### src/rtl/battle_pkg.sv
// Shared definitions for the naval-battle board controller: FSM states,
// last-action status codes and width helpers.
package battle_pkg;

  typedef enum logic [1:0] {
    ST_PLACE  = 2'd0,
    ST_ATTACK = 2'd1,
    ST_OVER   = 2'd2
  } state_e;

  localparam logic [2:0] STAT_IDLE    = 3'b000;
  localparam logic [2:0] STAT_PLACED  = 3'b001;
  localparam logic [2:0] STAT_HIT     = 3'b010;
  localparam logic [2:0] STAT_MISS    = 3'b011;
  localparam logic [2:0] STAT_REPEAT  = 3'b100;
  localparam logic [2:0] STAT_INVALID = 3'b101;
  localparam logic [2:0] STAT_WIN     = 3'b110;
  localparam logic [2:0] STAT_LOSE    = 3'b111;

  // Index width for a range of n values; never narrower than one bit.
  function automatic int idx_w(input int n);
    return (n > 1) ? $clog2(n) : 1;
  endfunction

  // Width of a counter that must hold 0..rows*cols inclusive.
  function automatic int count_w(input int rows, input int cols);
    return $clog2(rows * cols + 1);
  endfunction

endpackage

### src/rtl/battle_scan_div.sv
// Column scan timer: each column stays selected for SCAN_DIV clocks, then the
// scan moves to the next column, wrapping after the last one.
module battle_scan_div
  import battle_pkg::*;
#(
  parameter int COLS     = 7,
  parameter int SCAN_DIV = 1000
) (
  input  logic                     clk,
  input  logic                     clr,
  output logic [idx_w(COLS)-1:0]   col_next,
  output logic [COLS-1:0]          col_sel
);

  localparam int CW = idx_w(COLS);
  localparam int DW = idx_w(SCAN_DIV);
  localparam logic [DW-1:0] DIV_LAST = DW'(SCAN_DIV - 1);
  localparam logic [CW-1:0] COL_LAST = CW'(COLS - 1);

  logic [DW-1:0]   div_q;
  logic [DW-1:0]   div_n;
  logic [CW-1:0]   col_q;
  logic [COLS-1:0] sel_n;

  // col_next is published so the owner can register row data for the same edge.
  always_comb begin
    div_n    = div_q + 1'b1;
    col_next = col_q;
    if (div_q == DIV_LAST) begin
      div_n    = '0;
      col_next = (col_q == COL_LAST) ? '0 : col_q + 1'b1;
    end
    sel_n           = '0;
    sel_n[col_next] = 1'b1;
  end

  always_ff @(posedge clk or negedge clr) begin
    if (!clr) begin
      div_q   <= '0;
      col_q   <= '0;
      col_sel <= COLS'(1);
    end else begin
      div_q   <= div_n;
      col_q   <= col_next;
      col_sel <= sel_n;
    end
  end

endmodule

### src/rtl/battle_board_scan_ctrl.sv
// Naval-battle board: ship/attack maps, place/attack/over game flow driven by
// a confirm button, and column-multiplexed LED matrix output.
module battle_board_scan_ctrl
  import battle_pkg::*;
#(
  parameter int ROWS        = 5,
  parameter int COLS        = 7,
  parameter int SCAN_DIV    = 1000,
  parameter int MAX_ATTACKS = 15
) (
  input  logic                            clk,
  input  logic                            clr,
  input  logic                            mode,
  input  logic [idx_w(ROWS)-1:0]          coord_row,
  input  logic [idx_w(COLS)-1:0]          coord_col,
  input  logic                            btn_confirm,
  input  logic                            btn_clear,
  output logic [ROWS-1:0]                 led_row,
  output logic [COLS-1:0]                 led_col,
  output logic [2:0]                      status,
  output logic [count_w(ROWS,COLS)-1:0]   hit_count,
  output logic [count_w(ROWS,COLS)-1:0]   attack_count,
  output logic [count_w(ROWS,COLS)-1:0]   ship_count,
  output logic                            game_over
);

  localparam int CW = idx_w(COLS);
  localparam int AW = count_w(ROWS, COLS);
  localparam logic [AW-1:0] CELLS   = AW'(ROWS * COLS);
  localparam logic [AW-1:0] MAX_ATK = AW'(MAX_ATTACKS);

  state_e                    state, state_n;
  logic [ROWS-1:0][COLS-1:0] ship_map, ship_map_n;
  logic [ROWS-1:0][COLS-1:0] atk_map, atk_map_n;
  logic [ROWS-1:0][COLS-1:0] shown_n;
  logic [2:0]                status_n;
  logic [AW-1:0]             hit_n, atk_n, ship_n;
  logic [ROWS-1:0]           led_row_n;
  logic [CW-1:0]             scan_col_n;
  logic                      confirm_prev;
  logic                      fire;
  logic                      coord_ok;

  battle_scan_div #(
    .COLS     (COLS),
    .SCAN_DIV (SCAN_DIV)
  ) u_scan (
    .clk      (clk),
    .clr      (clr),
    .col_next (scan_col_n),
    .col_sel  (led_col)
  );

  assign fire      = btn_confirm & ~confirm_prev;
  assign coord_ok  = (int'(coord_row) < ROWS) && (int'(coord_col) < COLS);
  assign game_over = (state == ST_OVER);

  always_comb begin
    state_n    = state;
    ship_map_n = ship_map;
    atk_map_n  = atk_map;
    status_n   = status;
    hit_n      = hit_count;
    atk_n      = attack_count;
    ship_n     = ship_count;
    if (btn_clear) begin
      state_n    = ST_PLACE;
      ship_map_n = '0;
      atk_map_n  = '0;
      status_n   = STAT_IDLE;
      hit_n      = '0;
      atk_n      = '0;
      ship_n     = '0;
    end else if (fire) begin
      unique case (state)
        ST_PLACE: begin
          // Starting the attack phase ignores the coordinate entirely.
          if (mode) begin
            if (ship_count != '0) begin
              state_n  = ST_ATTACK;
              status_n = STAT_IDLE;
            end else begin
              status_n = STAT_INVALID;
            end
          end else if (!coord_ok) begin
            status_n = STAT_INVALID;
          end else begin
            ship_map_n[coord_row][coord_col] = ~ship_map[coord_row][coord_col];
            if (ship_map[coord_row][coord_col])
              ship_n = ship_count - 1'b1;
            else
              ship_n = (ship_count == CELLS) ? ship_count : ship_count + 1'b1;
            status_n = STAT_PLACED;
          end
        end
        ST_ATTACK: begin
          if (mode) begin
            if (!coord_ok) begin
              status_n = STAT_INVALID;
            end else if (atk_map[coord_row][coord_col]) begin
              status_n = STAT_REPEAT;
            end else begin
              atk_map_n[coord_row][coord_col] = 1'b1;
              atk_n = (attack_count == CELLS) ? attack_count : attack_count + 1'b1;
              if (ship_map[coord_row][coord_col]) begin
                hit_n    = (hit_count == CELLS) ? hit_count : hit_count + 1'b1;
                status_n = STAT_HIT;
              end else begin
                status_n = STAT_MISS;
              end
              // Sinking the last ship wins even on the final allowed attack.
              if (hit_n == ship_count) begin
                state_n  = ST_OVER;
                status_n = STAT_WIN;
              end else if (atk_n == MAX_ATK) begin
                state_n  = ST_OVER;
                status_n = STAT_LOSE;
              end
            end
          end
        end
        default: ;
      endcase
    end
  end

  // Row data is built from next-state values so it lines up with led_col.
  always_comb begin
    shown_n = ship_map_n;
    if (state_n == ST_ATTACK)
      shown_n = atk_map_n;
    else if (state_n == ST_OVER)
      shown_n = ship_map_n | atk_map_n;
    for (int r = 0; r < ROWS; r++)
      led_row_n[r] = shown_n[r][scan_col_n];
  end

  always_ff @(posedge clk or negedge clr) begin
    if (!clr) begin
      state        <= ST_PLACE;
      ship_map     <= '0;
      atk_map      <= '0;
      status       <= STAT_IDLE;
      hit_count    <= '0;
      attack_count <= '0;
      ship_count   <= '0;
      confirm_prev <= 1'b0;
      led_row      <= '0;
    end else begin
      state        <= state_n;
      ship_map     <= ship_map_n;
      atk_map      <= atk_map_n;
      status       <= status_n;
      hit_count    <= hit_n;
      attack_count <= atk_n;
      ship_count   <= ship_n;
      confirm_prev <= btn_confirm;
      led_row      <= led_row_n;
    end
  end

endmodule

### config.mk
export PLATFORM = sky130hd
export DESIGN_NAME = battle_board_scan_ctrl
export DESIGN_NICKNAME = d
export VERILOG_FILES = /design/src/rtl/battle_pkg.sv /design/src/rtl/battle_scan_div.sv /design/src/rtl/battle_board_scan_ctrl.sv
export SDC_FILE = /design/constraint.sdc
export NUM_CORES = 1
export LEC_CHECK = 0
export CAP_MARGIN = 20
export CELL_PAD_IN_SITES_DETAIL_PLACEMENT = 1
export CELL_PAD_IN_SITES_GLOBAL_PLACEMENT = 1
export CORE_UTILIZATION = 50
export CTS_CLUSTER_SIZE = 20
export DETAILED_ROUTE_END_ITERATION = 10
export PLACE_DENSITY = 0.86
export SYNTH_ARGS = -nofsm -noshare
export SYNTH_HDL_FRONTEND = slang
export SYNTH_HIERARCHICAL = 1
export SYNTH_SLANG_ARGS = --single-unit
export TNS_END_PERCENT = 30
### constraint.sdc
create_clock -name clk -period 4.9 [get_ports clk]
set_clock_uncertainty 0.15 [all_clocks]
set_input_delay 0.735 -clock clk [delete_from_list [all_inputs] [get_ports clk]]
set_output_delay 0.735 -clock clk [all_outputs]
set_load 0.05 [all_outputs]
* Yosys cells after proc, flatten, opt, wreduce, memory -nomap -nowiden
Index checks and enable logic that the tools add are counted.
** Word-level totals
- Flip-flop bits (word level) :: 119
- Bits of input ports :: 11
- Output and inout bits :: 34
** Cells by class
- $add $sub $neg :: 6
- Equality and inequality tests :: 15
- Muxes and demuxes :: 91
- Reductions and logical operators :: 15
- Order comparisons :: 8
- Bitwise operators :: 5
** Operators with widths (count)
- $mux W35 :: 13
- $mux W6 :: 28
- $or A35 B35 Y35 :: 2
- $bmux W7 S3 :: 2
- $mux W3 :: 12
- $bwmux W35 :: 1
- $bmux W1 S3 :: 7
- $demux W7 S3 :: 1
- $mux W7 :: 3
- $add A6 B1 Y6 const B :: 3
- $eq A6 B6 Y1 const B :: 3
- $mux W2 :: 9
- $lt A3 B4 Y1 const B :: 3
- $add A10 B1 Y10 const B :: 1
- $eq A10 B10 Y1 const B :: 1
- $mux W1 :: 10
- $mux W10 :: 1
- $reduce_and A5 Y1 :: 2
- $reduce_bool A2 Y1 :: 5
- $ge A3 B1 Y1 const B :: 3
- $demux W1 S3 :: 2
- $eq A6 B4 Y1 const B :: 1
- $eq A6 B6 Y1 :: 1
- $lt A3 B3 Y1 const B :: 2
- 17 further kinds :: 24

* Longest topological paths before layout
- Depth in word-level cells :: 24
- Gate-level depth with buffers :: 18
- Mapped depth without buffers :: 15

* Hierarchy
The synthesis kept the hierarchy.
** By module, submodules not included
- battle_board_scan_ctrl :: area an instance 6263.5 um^2, sequential area each 2477.4 um^2, cells each 723, instances 1
- battle_scan_div :: area an instance 985.9 um^2, sequential area each 501.7 um^2, cells each 86, instances 1

* Worst setup path before layout
Ideal clock, no wire load.
- Path kind :: in2reg
- From :: input coord_row[0]
- To :: register ship_count[5]
- Required time :: 4.672 ns
- Arrival :: 3.664 ns
- Slack :: 1.008 ns
- Cell stages on the path :: 17
- Setup time :: 0.078 ns
- Buffers on the path :: 2
- Path through :: buf_2 > mux2_1 > o2bb2ai_1 > o21ai_1 > o2111ai_2 > nor2_2 > inv_4 > clkbuf_1 > ha_1 > a21o_1 > a21o_1 > a21o_1 > a21oi_1 > nor3_1 > a21oi_1 > o21ai_0 > a21oi_1
** Between the ends
- Cells in the longest elaborated chain, start to end :: 10
** Ends and longest elaborated chain
- from (decl) :: RTL line battle_board_scan_ctrl.sv:14 : input logic [idx_w(ROWS)-1:0] coord_row,
- $bmux W7 S3 :: RTL line battle_board_scan_ctrl.sv:89 : if (ship_map[coord_row][coord_col])
- $mux W7 (implied by the code) :: RTL line battle_board_scan_ctrl.sv:89
- $bmux W1 S3 :: RTL line battle_board_scan_ctrl.sv:89
- $mux W1 (implied by the code) :: RTL line battle_board_scan_ctrl.sv:89
- $mux W6 :: RTL line battle_board_scan_ctrl.sv:89
- $mux W6 :: RTL line battle_board_scan_ctrl.sv:85 : end else if (!coord_ok) begin
- $mux W6 :: RTL line battle_board_scan_ctrl.sv:78 : if (mode) begin
- $mux W6 :: RTL line battle_board_scan_ctrl.sv:75 : unique case (state)
- $mux W6 :: RTL line battle_board_scan_ctrl.sv:74 : end else if (fire) begin
- $mux W6 :: RTL line battle_board_scan_ctrl.sv:66 : if (btn_clear) begin
- to (signal assigned) :: RTL line battle_board_scan_ctrl.sv:156 : ship_count <= ship_n;
- to (decl) :: RTL line battle_board_scan_ctrl.sv:23 : output logic [count_w(ROWS,COLS)-1:0] ship_count,
Parallel ways exist; a longest one is shown, timed or not. The select of a mux whose other input is x is not followed.
A chain may end at the register's enable or synchronous reset.

* Worst setup path after layout
- From :: input coord_row[0]
- To :: register led_row[0]
** Between the ends
- Cells in the longest elaborated chain, start to end :: 24
** Ends and longest elaborated chain
- $bmux W7 S3 :: RTL line battle_board_scan_ctrl.sv:88, battle_board_scan_ctrl.sv:105
- $mux W7 (implied by the code) :: RTL line battle_board_scan_ctrl.sv:88, battle_board_scan_ctrl.sv:105
- $bmux W1 S3 :: RTL line battle_board_scan_ctrl.sv:88, battle_board_scan_ctrl.sv:105
- $mux W1 (implied by the code) :: RTL line battle_board_scan_ctrl.sv:88, battle_board_scan_ctrl.sv:105
- $mux W6 :: RTL line battle_board_scan_ctrl.sv:105 : if (ship_map[coord_row][coord_col]) begin
- $mux W6 :: RTL line battle_board_scan_ctrl.sv:100 : end else if (atk_map[coord_row][coord_col]) begin
- $mux W6 :: RTL line battle_board_scan_ctrl.sv:98 : if (!coord_ok) begin
- $mux W6 :: RTL line battle_board_scan_ctrl.sv:97 : if (mode) begin
- [9 not listed]
- $mux W2 :: RTL line battle_board_scan_ctrl.sv:74
- $mux W2 :: RTL line battle_board_scan_ctrl.sv:66
- $eq A2 B2 Y1 :: RTL line battle_board_scan_ctrl.sv:132 : else if (state_n == ST_OVER)
- $mux W35 :: RTL line battle_board_scan_ctrl.sv:132
- $mux W35 (*) :: RTL line battle_board_scan_ctrl.sv:130 : if (state_n == ST_ATTACK)
- $bmux W1 S3 (*) :: RTL line battle_board_scan_ctrl.sv:135 : led_row_n[r] = shown_n[r][scan_col_n];
- $mux W1 (implied by the code) (*) :: RTL line battle_board_scan_ctrl.sv:135
- net led_row_n[0] :: RTL line battle_board_scan_ctrl.sv:38 : logic [ROWS-1:0] led_row_n;
- to (signal assigned) :: RTL line battle_board_scan_ctrl.sv:158 : led_row <= led_row_n;
- to (decl) :: RTL line battle_board_scan_ctrl.sv:18 : output logic [ROWS-1:0] led_row,
The timed path passes the listed nets; every way through them passes the cells marked *. The select of a mux whose other input is x is not followed.

==> impl_metrics.py <==
metrics = {
    "outcome": {
        "status": "completed",
    },
    "grt": {
        "grt_pass1_vias": 7113,
        "grt_usage": 0.364,
        "grt_max_degree": 68,
        "grt.overflow.total": 0,
        "grt_pass1_wl_mm": 40.5,
        "antenna_found_initial": 0,
    },
    "timing": {
        "fmaxAchievable_mhz": 235,
        "slew_headroom": 0.387,
        "final-setup-viol-count": 0,
        "tightest_slew_ps": 919,
        "finalHoldViolCount": 0,
        "min_period_ps": 4250,
        "rsz0062_at_grt": "no",
        "final.setup.tns_ps": 0,
        "slew_violations": 0,
        "setup_slack_ps": 647,
        "fin_crit_sh": 0.868,
    },
    "final_layout": {
        "utilization": 0.597,
        "stdcell_count": 1028,
        "drive_gt1_frac": 0.121,
        "nNetsFinal": 854,
        "area_growth_pct": 15.2,
        "diodes": 0,
    },
    "synth": {
        "syn_area_per_cell_um2": 8.96,
        "yosysMostFrequentCell": "dfrtp_1",
        "synth_enable_flop_cells": 0,
        "yosysWarnings": 6,
        "yosysUniqueCellTypes": 88,
        "ys_seq_area_frac": 0.411,
        "synth_cells": 809,
        "syn_area_um2": 7250,
        "synthTopCellsByCount": "dfrtp_1, nor2_1, a21oi_1, nand2_1, clkbuf_1",
        "netlist.top_cell.by_area": "dfrtp_1",
        "synthTopCellsByArea": "dfrtp_1, a21oi_1, nor2_1",
        "ys.flop_type": "dfrtp_1",
        "ys_ff_latch": 119,
        "synth_top_area_frac": 0.407,
        "syn-num-nets": 828,
        "async_reset_ff_frac": 1.00,
    },
    "clock_tree": {
        "cts_setup_buffers": 0,
        "cts.repair.resized": 0,
        "postCtsHoldBufs": 0,
        "cts_tree": "yes",
        "clockRootBuffer": "clkbuf_16",
        "cts-buffers-inserted": 17,
        "clk_pin_slew_ps": 60,
        "cts.sinks": 119,
        "clock_latency_ps": 430,
        "clock_path_buffers": 2,
        "htree_levels": 4,
    },
    "detailed_routing": {
        "via_per_inst": 6.66,
        "drc": 0,
        "final_antenna_net_count": 0,
        "wire_per_inst_um": 25.1,
        "drt_iter0_drc": 869,
        "totalWireLength_mm": 25.8,
        "num_vias": 6847,
        "drtPass1Iterations": 7,
    },
    "power": {
        "internal_power_mw": 1.70,
        "ir_worst_vdd_mv": 0.251,
        "switching_share": 0.265,
        "finalPower_mw": 2.32,
        "pwr_density_cell_nw_per_um2": 278,
        "clkPwrFrac": 0.506,
        "p_switching_uw": 615,
        "seqPwrFrac": 0.427,
        "power.share.combinational": 0.067,
        "power_leakage_nw": 3.53,
    },
    "floorplanning": {
        "fp.dieH_um": 122,
        "die_w_um": 122,
        "io-pin-count": 45,
        "core_region_area_um2": 14000,
        "rows": 43,
        "die_area_um2": 15000,
        "initial_core_util": 0.518,
    },
    "placement": {
        "place_congestion": 0.960,
        "pre_cts_ws_ps": 328,
        "port_buffers": 44,
        "placed_cells": 996,
        "hpwl_mm": 17.8,
    },
    "flow_run": {
        "max-cap-violations": 0,
    },
    "critical_path": {
        "worstSetupPathType": "in2reg",
        "worstPathRequired_ps": 5060,
        "cp.arrival_ps": 4410,
        "cp_max_fo": 12,
        "endpoint_kind": "flip-flop",
        "cp-start-kind": "primary input",
    },
    "hold_path": {
        "hp-class": "in2async",
    },
}
==> layout by cell type (no fill, tap or decap), drive strengths merged, types with 8 or more instances in the layout <==
cell,netlist,routed
a21o,8,8
a21oi,79,79
a221oi,8,8
a22oi,14,14
and2,8,8
buf,23,31
clkbuf,42,19
clkdlybuf4s50,0,41
dfrtp,118,118
inv,32,36
mux2,16,16
mux2i,28,28
nand2,51,51
nand2b,14,14
nand3,23,23
nor2,84,84
nor3,15,15
nor3b,12,12
o21ai,40,40
o221ai,11,11
o22ai,21,21
or3,25,25
xnor2,10,10
xor2,11,11
==> power groups by stage <==
stage | registers (mW) | clock network (mW) | logic (mW)
final | 0.991 | 1.17 | 0.155
after global routing | 0.991 | 1.23 | 0.165
after CTS | 0.991 | 1.18 | 0.153
after detailed placement | 1.01 | 0 | 0.151
after global placement | 1.01 | 0 | 0.146
after floorplan | 1.01 | 0 | 0.0770
==> path summary, 6_finish.rpt <==
check / start / to / slack [ps] / cells after the start
max: coord_row[0] / led_row[0] / 650 / 13
min: clr / ship_map[32] / 260 / 1
max reg2reg: hit_count[1] / led_row[0] / 1040 / 12
min reg2reg: u_scan/div_q[0] / u_scan/div_q[0] / 370 / 1
max in group asynchronous: clr / atk_map[2] / 3360 / 2
min in group clk: u_scan/div_q[0] / u_scan/div_q[0] / 370 / 1
==> per-stage QoR <==
step / hold slack [ps] / cell area [um2]
final: 259 / 8350
after global routing: 327 / 8350
after CTS: 302 / 8350
after detailed placement: 355 / 7800
after global placement: 323 / 7800
after floorplan: 289 / 7250
==> critical path, stage by stage <==
cell	delay, ps
clkdlybuf4s50_1	740
nand2b_1	320
o22ai_1	270
a21oi_1	70
o2111ai_2	220
nor2_2	90
inv_4	120
a311oi_1	130
or4_4	610
o21a_1	390
o221ai_1	270
nand3_1	120
a32oi_1	320
==> final cells by class <==
cell class,instances,area [um2]
Multi-Input combinational cell,592,3820
Clock buffer,19,453
Timing Repair Buffer,72,651
Inverter,33,126
Clock inverter,13,96.3
Fill cell,1599,5640
Sequential cell,119,2980
Tap cell,180,225
==> sequential cells by signal, indices dropped and copies added (netlist names), 5 cells and up <==
| register | cells |
|---|---|
| atk_map | 35 |
| ship_map | 35 |
| u_scan/div_q | 10 |
| u_scan/col_sel | 7 |
| attack_count | 6 |
| hit_count | 6 |
| ship_count | 6 |
| led_row | 5 |
==> per-layer routing <==
metal / track usage / wire length, um / vias to the layer above
met5: 0 / 0 / -
met4: 0.165 / 897 / 0
met3: 0.0836 / 2000 / 75
met2: 0.588 / 12500 / 312
met1: 0.464 / 10400 / 3465
li1: - / - / 2995
==> logic make-up (layout without fill, tap and decap cells) <==
family / count (synthesis) / after routing / synth area share
and+or+nand+nor: 276 / 276 / 0.200
buffers and inverters: 98 / 137 / 0.0621
AOI/OAI and AO/OA: 243 / 243 / 0.222
xor gates and xnor gates: 21 / 21 / 0.0254
DFF: 119 / 119 / 0.411
muxes: 44 / 44 / 0.0640
adders and majority gates: 8 / 8 / 0.0148
No activity file was read; power rests on OpenSTA's default activity.
